**src/rtl/n4_sched_pkg.sv**
```systemverilog
// rtl/n4_sched_pkg.sv - shared FSM encoding and default sizing for the n4_sched block
// Contents: state_e (IDLE/RUN/DRAIN/DONE) and default N, ADDR_SIZE, CMPR_LAT, FIFO_DEPTH.
package n4_sched_pkg;

    localparam int N_DEF          = 16;
    localparam int ADDR_SIZE_DEF  = 16;
    localparam int CMPR_LAT_DEF   = 1;
    localparam int FIFO_DEPTH_DEF = 4;

    typedef enum logic [1:0] {
        S_IDLE  = 2'd0,
        S_RUN   = 2'd1,
        S_DRAIN = 2'd2,
        S_DONE  = 2'd3
    } state_e;

endpackage

```
**src/rtl/n4_sched_if.sv**
```systemverilog
// rtl/n4_sched_if.sv - result stream interface (FIFO head toward the consumer)
// Signals: out_valid, out_ready, out_f_addr[ADDR_SIZE], out_offset[N].
// Modports: master drives valid/data and samples ready; slave is the consumer side.
interface n4_sched_if
    import n4_sched_pkg::*;
#(
    parameter int N         = N_DEF,
    parameter int ADDR_SIZE = ADDR_SIZE_DEF
) ();

    logic                 out_valid;
    logic                 out_ready;
    logic [ADDR_SIZE-1:0] out_f_addr;
    logic [N-1:0]         out_offset;

    modport master (output out_valid, output out_f_addr, output out_offset, input out_ready);
    modport slave  (input out_valid, input out_f_addr, input out_offset, output out_ready);

endinterface

```
**src/rtl/n4_sched_fifo.sv**
```systemverilog
// rtl/n4_sched_fifo.sv - first-word-fall-through result FIFO
// Ports: clk, rst (async, active-high); push_i/push_data_i write side;
//   count_o occupancy; out_valid_o/out_ready_i/out_data_o read side (head shown while valid, else 0).
module n4_sched_fifo
    import n4_sched_pkg::*;
#(
    parameter int WIDTH = 32,
    parameter int DEPTH = FIFO_DEPTH_DEF
) (
    input  logic                       clk,
    input  logic                       rst,
    input  logic                       push_i,
    input  logic [WIDTH-1:0]           push_data_i,
    output logic [$clog2(DEPTH+1)-1:0] count_o,
    output logic                       out_valid_o,
    input  logic                       out_ready_i,
    output logic [WIDTH-1:0]           out_data_o
);

    localparam int PW = (DEPTH > 1) ? $clog2(DEPTH) : 1;
    localparam int CW = $clog2(DEPTH + 1);

    logic [WIDTH-1:0] mem_q [DEPTH];
    logic [PW-1:0]    wr_q, wr_d, rd_q, rd_d;
    logic [CW-1:0]    cnt_q, cnt_d;
    logic             pop, wr;

    function automatic logic [PW-1:0] ptr_next(input logic [PW-1:0] p);
        return (p == PW'(DEPTH - 1)) ? '0 : p + PW'(1);
    endfunction

    assign out_valid_o = (cnt_q != '0);
    assign out_data_o  = out_valid_o ? mem_q[rd_q] : '0;
    assign count_o     = cnt_q;
    assign pop         = out_valid_o && out_ready_i;
    // A full FIFO still takes a push when its head leaves in the same cycle.
    assign wr          = push_i && ((cnt_q != CW'(DEPTH)) || pop);

    always_comb begin
        wr_d  = wr  ? ptr_next(wr_q) : wr_q;
        rd_d  = pop ? ptr_next(rd_q) : rd_q;
        cnt_d = cnt_q + CW'(wr) - CW'(pop);
    end

    always_ff @(posedge clk or posedge rst) begin
        if (rst) begin
            wr_q  <= '0;
            rd_q  <= '0;
            cnt_q <= '0;
        end else begin
            wr_q  <= wr_d;
            rd_q  <= rd_d;
            cnt_q <= cnt_d;
        end
    end

    always_ff @(posedge clk) begin
        if (wr) begin
            mem_q[wr_q] <= push_data_i;
        end
    end

endmodule

```
**src/rtl/n4_sched.sv**
```systemverilog
// rtl/n4_sched.sv - job scheduler: SRAM reads -> external compressor -> result FIFO
// Ports: clk, rst (async, active-high); start/base_addr/len job request; busy/done status;
//   sram_rd_en/sram_addr/sram_rdata read port (data one cycle after strobe);
//   cmpr_valid/cmpr_data/cmpr_base_addr to compressor, cmpr_f_addr/cmpr_offset back after CMPR_LAT;
//   out_if (master) result stream out_valid/out_ready/out_f_addr/out_offset.
// Config macro: N4_SCHED_SKIP_ZERO_EN - zero words are not sent to the compressor and yield no result.
module n4_sched
    import n4_sched_pkg::*;
#(
    parameter int N          = N_DEF,
    parameter int ADDR_SIZE  = ADDR_SIZE_DEF,
    parameter int CMPR_LAT   = CMPR_LAT_DEF,
    parameter int FIFO_DEPTH = FIFO_DEPTH_DEF
) (
    input  logic                 clk,
    input  logic                 rst,
    input  logic                 start,
    input  logic [ADDR_SIZE-1:0] base_addr,
    input  logic [ADDR_SIZE-1:0] len,
    output logic                 busy,
    output logic                 done,
    output logic                 sram_rd_en,
    output logic [ADDR_SIZE-1:0] sram_addr,
    input  logic [N-1:0]         sram_rdata,
    output logic                 cmpr_valid,
    output logic [N-1:0]         cmpr_data,
    output logic [ADDR_SIZE-1:0] cmpr_base_addr,
    input  logic [ADDR_SIZE-1:0] cmpr_f_addr,
    input  logic [N-1:0]         cmpr_offset,
    n4_sched_if.master           out_if
);

    localparam int CW = $clog2(FIFO_DEPTH + 1);
    localparam int OW = $clog2(FIFO_DEPTH + CMPR_LAT + 2) + 1;

    state_e               state_q, state_d;
    logic [ADDR_SIZE-1:0] base_q, base_d, len_q, len_d, idx_q, idx_d;
    logic                 rd_vld_q;
    logic [ADDR_SIZE-1:0] rd_addr_q;
    logic [CMPR_LAT-1:0]  lat_q, lat_d;
    logic                 done_q;

    logic [CW-1:0]          fifo_count;
    logic                   fifo_valid;
    logic [ADDR_SIZE+N-1:0] fifo_data;
    logic [OW-1:0]          occ;
    logic                   issue, word_fwd, pipe_idle;
    logic [ADDR_SIZE-1:0]   rd_addr;

    assign rd_addr = base_q + idx_q;

    // Occupancy reserves a FIFO slot for every word between read issue and push,
    // so a new read is only issued when its result is guaranteed a place.
    always_comb begin
        occ = OW'(fifo_count) + OW'(rd_vld_q);
        for (int k = 0; k < CMPR_LAT; k++) begin
            occ = occ + OW'(lat_q[k]);
        end
    end

    assign issue     = (state_q == S_RUN) && (occ < OW'(FIFO_DEPTH));
    assign pipe_idle = !rd_vld_q && (lat_q == '0);

    assign sram_rd_en = issue;
    assign sram_addr  = issue ? rd_addr : '0;

`ifdef N4_SCHED_SKIP_ZERO_EN
    // A zero word ends here: its slot is released as rd_vld_q drops next cycle.
    assign word_fwd = rd_vld_q && (sram_rdata != '0);
`else
    assign word_fwd = rd_vld_q;
`endif

    assign cmpr_valid     = word_fwd;
    assign cmpr_data      = word_fwd ? sram_rdata : '0;
    assign cmpr_base_addr = word_fwd ? rd_addr_q : '0;

    // lat_q[k] marks a word k+1 cycles past cmpr_valid; the last stage is
    // the cycle the compressor result is valid and gets pushed.
    always_comb begin
        lat_d    = '0;
        lat_d[0] = word_fwd;
        for (int k = 1; k < CMPR_LAT; k++) begin
            lat_d[k] = lat_q[k-1];
        end
    end

    always_comb begin
        state_d = state_q;
        base_d  = base_q;
        len_d   = len_q;
        idx_d   = idx_q;
        case (state_q)
            S_IDLE: begin
                if (start) begin
                    base_d  = base_addr;
                    len_d   = len;
                    idx_d   = '0;
                    state_d = (len != '0) ? S_RUN : S_DONE;
                end
            end
            S_RUN: begin
                if (issue) begin
                    idx_d = idx_q + ADDR_SIZE'(1);
                    if (idx_d == len_q) begin
                        state_d = S_DRAIN;
                    end
                end
            end
            S_DRAIN: begin
                if (pipe_idle && (fifo_count == '0)) begin
                    state_d = S_DONE;
                end
            end
            S_DONE: begin
                state_d = S_IDLE;
            end
            default: begin
                state_d = S_IDLE;
            end
        endcase
    end

    always_ff @(posedge clk or posedge rst) begin
        if (rst) begin
            state_q   <= S_IDLE;
            base_q    <= '0;
            len_q     <= '0;
            idx_q     <= '0;
            rd_vld_q  <= 1'b0;
            rd_addr_q <= '0;
            lat_q     <= '0;
            done_q    <= 1'b0;
        end else begin
            state_q   <= state_d;
            base_q    <= base_d;
            len_q     <= len_d;
            idx_q     <= idx_d;
            rd_vld_q  <= issue;
            rd_addr_q <= rd_addr;
            lat_q     <= lat_d;
            done_q    <= (state_q == S_DONE);
        end
    end

    assign busy = (state_q != S_IDLE);
    assign done = done_q;

    n4_sched_fifo #(
        .WIDTH (ADDR_SIZE + N),
        .DEPTH (FIFO_DEPTH)
    ) u_fifo (
        .clk         (clk),
        .rst         (rst),
        .push_i      (lat_q[CMPR_LAT-1]),
        .push_data_i ({cmpr_f_addr, cmpr_offset}),
        .count_o     (fifo_count),
        .out_valid_o (fifo_valid),
        .out_ready_i (out_if.out_ready),
        .out_data_o  (fifo_data)
    );

    assign out_if.out_valid  = fifo_valid;
    assign out_if.out_f_addr = fifo_data[N +: ADDR_SIZE];
    assign out_if.out_offset = fifo_data[N-1:0];

endmodule
```
**src/flat_wrapper.sv**
```systemverilog
// flat-port wrapper written by rule: the top's interface ports become plain ports
module n4_sched_flat import n4_sched_pkg::*;
#(
    parameter int N          = N_DEF,
    parameter int ADDR_SIZE  = ADDR_SIZE_DEF,
    parameter int CMPR_LAT   = CMPR_LAT_DEF,
    parameter int FIFO_DEPTH = FIFO_DEPTH_DEF
)
  (clk, rst, start, base_addr, len, busy, done, sram_rd_en, sram_addr, sram_rdata, cmpr_valid, cmpr_data, cmpr_base_addr, cmpr_f_addr, cmpr_offset, out_if_out_valid, out_if_out_f_addr, out_if_out_offset, out_if_out_ready);
  n4_sched_if #(.N(N), .ADDR_SIZE(ADDR_SIZE)) out_if_i ();
  input  logic clk;
  input  logic rst;
  input  logic start;
  input  logic [ADDR_SIZE-1:0] base_addr;
  input  logic [ADDR_SIZE-1:0] len;
  output logic busy;
  output logic done;
  output logic sram_rd_en;
  output logic [ADDR_SIZE-1:0] sram_addr;
  input  logic [N-1:0] sram_rdata;
  output logic cmpr_valid;
  output logic [N-1:0] cmpr_data;
  output logic [ADDR_SIZE-1:0] cmpr_base_addr;
  input  logic [ADDR_SIZE-1:0] cmpr_f_addr;
  input  logic [N-1:0] cmpr_offset;
  output wire logic [$bits(out_if_i.out_valid)-1:0] out_if_out_valid;
  output wire logic [$bits(out_if_i.out_f_addr)-1:0] out_if_out_f_addr;
  output wire logic [$bits(out_if_i.out_offset)-1:0] out_if_out_offset;
  input wire logic [$bits(out_if_i.out_ready)-1:0] out_if_out_ready;
  assign out_if_out_valid = out_if_i.out_valid;
  assign out_if_out_f_addr = out_if_i.out_f_addr;
  assign out_if_out_offset = out_if_i.out_offset;
  assign out_if_i.out_ready = out_if_out_ready;
  n4_sched #(.N(N), .ADDR_SIZE(ADDR_SIZE), .CMPR_LAT(CMPR_LAT), .FIFO_DEPTH(FIFO_DEPTH)) u_core (.clk(clk), .rst(rst), .start(start), .base_addr(base_addr), .len(len), .busy(busy), .done(done), .sram_rd_en(sram_rd_en), .sram_addr(sram_addr), .sram_rdata(sram_rdata), .cmpr_valid(cmpr_valid), .cmpr_data(cmpr_data), .cmpr_base_addr(cmpr_base_addr), .cmpr_f_addr(cmpr_f_addr), .cmpr_offset(cmpr_offset), .out_if(out_if_i));
endmodule
```
**config.mk**
```make
export PLATFORM = sky130hd
export DESIGN_NAME = n4_sched_flat
export DESIGN_NICKNAME = d
export VERILOG_FILES = /design/src/rtl/n4_sched_pkg.sv /design/src/rtl/n4_sched_if.sv /design/src/rtl/n4_sched_fifo.sv /design/src/rtl/n4_sched.sv /design/src/flat_wrapper.sv
export SDC_FILE = /design/constraint.sdc
export NUM_CORES = 1
export LEC_CHECK = 0
export CAP_MARGIN = 5
export CELL_PAD_IN_SITES_DETAIL_PLACEMENT = 0
export CELL_PAD_IN_SITES_GLOBAL_PLACEMENT = 1
export CORE_UTILIZATION = 47
export DETAILED_ROUTE_END_ITERATION = 10
export GPL_TIMING_DRIVEN = 0
export PLACE_DENSITY_LB_ADDON = 0.1
export SYNTH_ARGS = -nofsm -noshare
export SYNTH_HDL_FRONTEND = slang
export SYNTH_SLANG_ARGS = --single-unit
```
**constraint.sdc**
```tcl
create_clock -name clk -period 6.9 [get_ports clk]
set_input_delay 2.07 -clock clk [delete_from_list [all_inputs] [get_ports clk]]
set_output_delay 2.07 -clock clk [all_outputs]
set_load 0.05 [all_outputs]
```
==> flow_summary.toml <==
[setup_path]
ff2ff_path_depth = 8
critical_path.startpoint_type = "register"
crit-reg2reg-launch = "u_core.idx_q[1]"
arrival_ns = 4.29
critical_path_required_ns = 4.83
timing.critical_path.slowest_stage_cell = "clkdlybuf4s50_1"
timing.critical_path.fanout_max = 9
rrSetupSlack_ns = 3.87
cp_top_family = "compound AO/OA/AOI/OAI gates"
cp.buffers_inverters = 1
critical_register_to_register_path_endpoint = "u_core.state_q[1]"
cp_peak_stage_delay_ns = 0.86
worst-setup-path-type = "reg2out"
cp_cell_sequence = "ha_1 > fa_1 > a21oi_1 > nor2b_1 > a211oi_1 > nor4_1 > o41ai_1 > a21boi_0 > nor3_1 > clkdlybuf4s50_1"
critPathCaptureType = "primary output"

[clock_network]
clkLatencyLatePin_ns = 0.51
worst_setup_hold_path_clk_slew_ns = 0.05
ctsHoldBuffers = 0
cts_buffers = 22
postCtsResizedCells = 0
clock_tree.htree_level_count = 1
tritoncts_clock_tree = "built"
clock-root-buffer = "clkbuf_16"
clock_path_buffers = 3
post-cts-setup-buffers = 0
clk_sinks = 204

[sta]
setup-violations-final = 0
timing.fmax_mhz = 157.2
timing.slew.headroom_pct = 40.97
post-route-period-util_pct = 92.17
summed_negative_setup_slack_over_all_endpoints_ns = 0
post-route-min-period_ns = 6.360
worst_slack_ns = 0.5399
transition_time_of_the_tightest_slew_check_pin_ns = 0.8854
grt_setup_unrepaired = "false"
final-hold-violation-count = 0
skew_ns = 0.006756
final-max-slew-violation-count = 0

[logic_synthesis]
yosys_most_used_dff = "edfxtp_1"
synth_edf_count = 128
async_flop_share_pct = 37.25
cells_after_synthesis = 682
synthesis.nets = 798
postSynthRegisterBits = 204
synthesis.yosys.warnings = 0
synth-seq-area-share_pct = 60.10
synth.distinct_cells = 62
avgSynthCellArea_um2 = 14.02
netlist_area_mm2 = 0.009560

[finish]
nets = 991
antenna-diode-count = 0
area_delta_synth_final_pct = 29.07
stdcell_count = 1155
layout-drive-gt1-share_pct = 13.15
layout.cells.most_common = "clkdlybuf4s50_1"
most_used_cells_in_the_layout_excluding_fill_and_tap_cells = "clkdlybuf4s50_1, edfxtp_1, and2_1"

[global_routing]
groute.usage.overall_pct = 20.52
grt_pass1_vias = 6350
initial_antenna_violation_count = 0
globalRoute.totalOverflow = 0
grt_max_degree = 41
grt_pass1_wl_um = 32460

[placed_design]
dp.final_hpwl_um = 15280
gpl.final_weighted_congestion = 0.8532
post-place-cells = 1116
io_buffer_count = 168
place_worst_setup_slack_ns = 1.090

[floorplanning]
dieWidth_um = 144.6
rows = 51
core_area_mm2 = 0.01972
initial_utilization_pct = 48.49
dieArea_mm2 = 0.02091
die-height_um = 144.6
io_pins = 169

[drt]
drt_pre_antenna_iters = 4
drt_first_iter_violations = 288
final_antenna_net_count = 0
drc = 0
detail_route.vias_per_cell = 5.371
vias = 6203
detail_route.wirelength_um = 20940
avgRoutedWirePerCell_um = 18.13

[power_and_ir_drop]
power.density_mw_per_mm2 = 453.3
power_leakage_nw = 4.539
power.ir.vdd_worst_mv = 0.2434

[status]
outcome = "finished, final reports clean"

[hold_path]
min_from = "u_core.base_q[4]"
hold_end = "u_core.base_q[4]"
min-delay-path-class = "reg2reg"
min_delay_path_depth = 1

[run]
max-cap-violations = 0
-- cell families (layout without fill, tap and decap cells) --
kind of cell / Yosys count / in the layout / share of synthesized area [%]
flops: 204 / 204 / 60.10
fa+ha+maj: 32 / 32 / 4.345
simple gates: 196 / 196 / 11.71
mux: 67 / 67 / 11.65
compound gates: 99 / 99 / 6.910
xor+xnor: 35 / 35 / 3.285
buf+inv: 49 / 257 / 2.002
-- Yosys cell counts, types with 3 or more instances --
| cell type | instances | area share (%) |
|---|---|---|
| edfxtp_1 | 128 | 40 |
| and2_1 | 87 | 5.7 |
| dfrtp_1 | 76 | 20 |
| nand2_1 | 37 | 1.5 |
| mux2_2 | 33 | 3.9 |
| mux4_2 | 32 | 7.5 |
| ha_1 | 30 | 3.9 |
| xnor2_1 | 26 | 2.4 |
| o21ai_0 | 25 | 1.3 |
| inv_1 | 20 | 0.79 |
| a21oi_1 | 18 | 0.94 |
| clkbuf_1 | 17 | 0.67 |
| nor2_1 | 16 | 0.63 |
| nor3_1 | 9 | 0.47 |
| a21o_1 | 8 | 0.63 |
| nand3_1 | 8 | 0.42 |
| o31ai_1 | 8 | 0.63 |
| xor2_1 | 8 | 0.73 |
| nand4_1 | 7 | 0.46 |
| nor4_1 | 7 | 0.46 |
| buf_1 | 6 | 0.24 |
| a211oi_1 | 5 | 0.39 |
| a31oi_1 | 4 | 0.26 |
| and3_1 | 4 | 0.26 |
| nor3b_1 | 4 | 0.31 |
| or3_1 | 4 | 0.26 |
| buf_2 | 3 | 0.16 |
| o2111ai_1 | 3 | 0.27 |
| o21ai_1 | 3 | 0.16 |
| o22ai_1 | 3 | 0.20 |
-- routing by layer --
metal  global-route usage [%]  wire length (µm)  share of wire, %
met5                        0                 0                 0
met3                    3.510               896               4.3
met4                    5.817               473               2.3
met2                    38.49             11370                54
met1                    23.86              8203                39
-- area by class of cell --
cell class	instances	area, µm²
flip-flops and latches	204	5746
clock buffers	27	599.3
multi-input cells	429	3628
well taps	265	331.6
plain buffers	27	108.9
clock inverters	12	138.9
repair buffers	169	1702
inverters	22	85.08
fillers	1506	7378
-- power by group --
part           switching [mW]  leakage, nW  internal (mW)  total (mW)
sequential              0.160         2.09           1.60        1.76
combinational            1.59         2.08           1.05        2.65
clock                   0.458        0.362          0.726        1.18
-- worst reg2reg max path, stage by stage (launching register included) --
cell and delay, ns:
dfrtp_1 0.56, ha_1 0.35, nand4_1 0.24, nor4_1 0.67
xnor2_1 0.20, o2111ai_1 0.17, nor4b_4 0.36, mux2_1 0.35
nand2_1 0.06
-- state kept, by name, indices dropped and copies added (netlist names) --
| name | cells |
|---|---|
| u_core.u_fifo.wr_q | 2 |
| u_core.u_fifo.rd_q | 2 |
| u_core.rd_addr_q | 16 |
| u_core.u_fifo.count_o | 3 |
| u_core.idx_q | 16 |
| u_core.lat_q | 1 |
| u_core.state_q | 2 |
| u_core.u_fifo.mem_q | 128 |
| u_core.len_q | 16 |
| u_core.base_q | 16 |
| u_core.done | 1 |
| u_core.cmpr_valid | 1 |
-- worst max path at each step --
| stage | from | endpoint | slack [ns] | cells past startpoint |
|---|---|---|---|---|
| 6_report | u_core.idx_q[0] | sram_addr[14] | 0.54 | 10 |
| 3_3_place_gp | u_core.idx_q[0] | sram_addr[14] | 1.18 | 10 |
| 2_1_floorplan | u_core.idx_q[0] | sram_addr[14] | 1.51 | 9 |
| 3_5_place_dp | u_core.idx_q[0] | sram_addr[14] | 1.09 | 10 |
| 5_1_grt | u_core.idx_q[0] | sram_addr[14] | 0.37 | 10 |
| 4_1_cts | u_core.idx_q[0] | sram_addr[14] | 0.52 | 10 |
-- metrics by stage --
step | power (mW) | instance area [µm²] | utilization, % | hold slack (ns)
2_1_floorplan | 3.630 | 9560 | - | 0.4739
3_3_place_gp | 4.406 | 11570 | 58.70 | 0.4939
3_5_place_dp | 4.465 | 11600 | 58.84 | 0.5011
4_1_cts | 5.663 | 12340 | 62.58 | 0.5138
5_1_grt | 5.897 | 12340 | 62.58 | 0.5353
6_report | 5.594 | 12340 | 62.58 | 0.5120
Power figures use the tool's default switching activity.
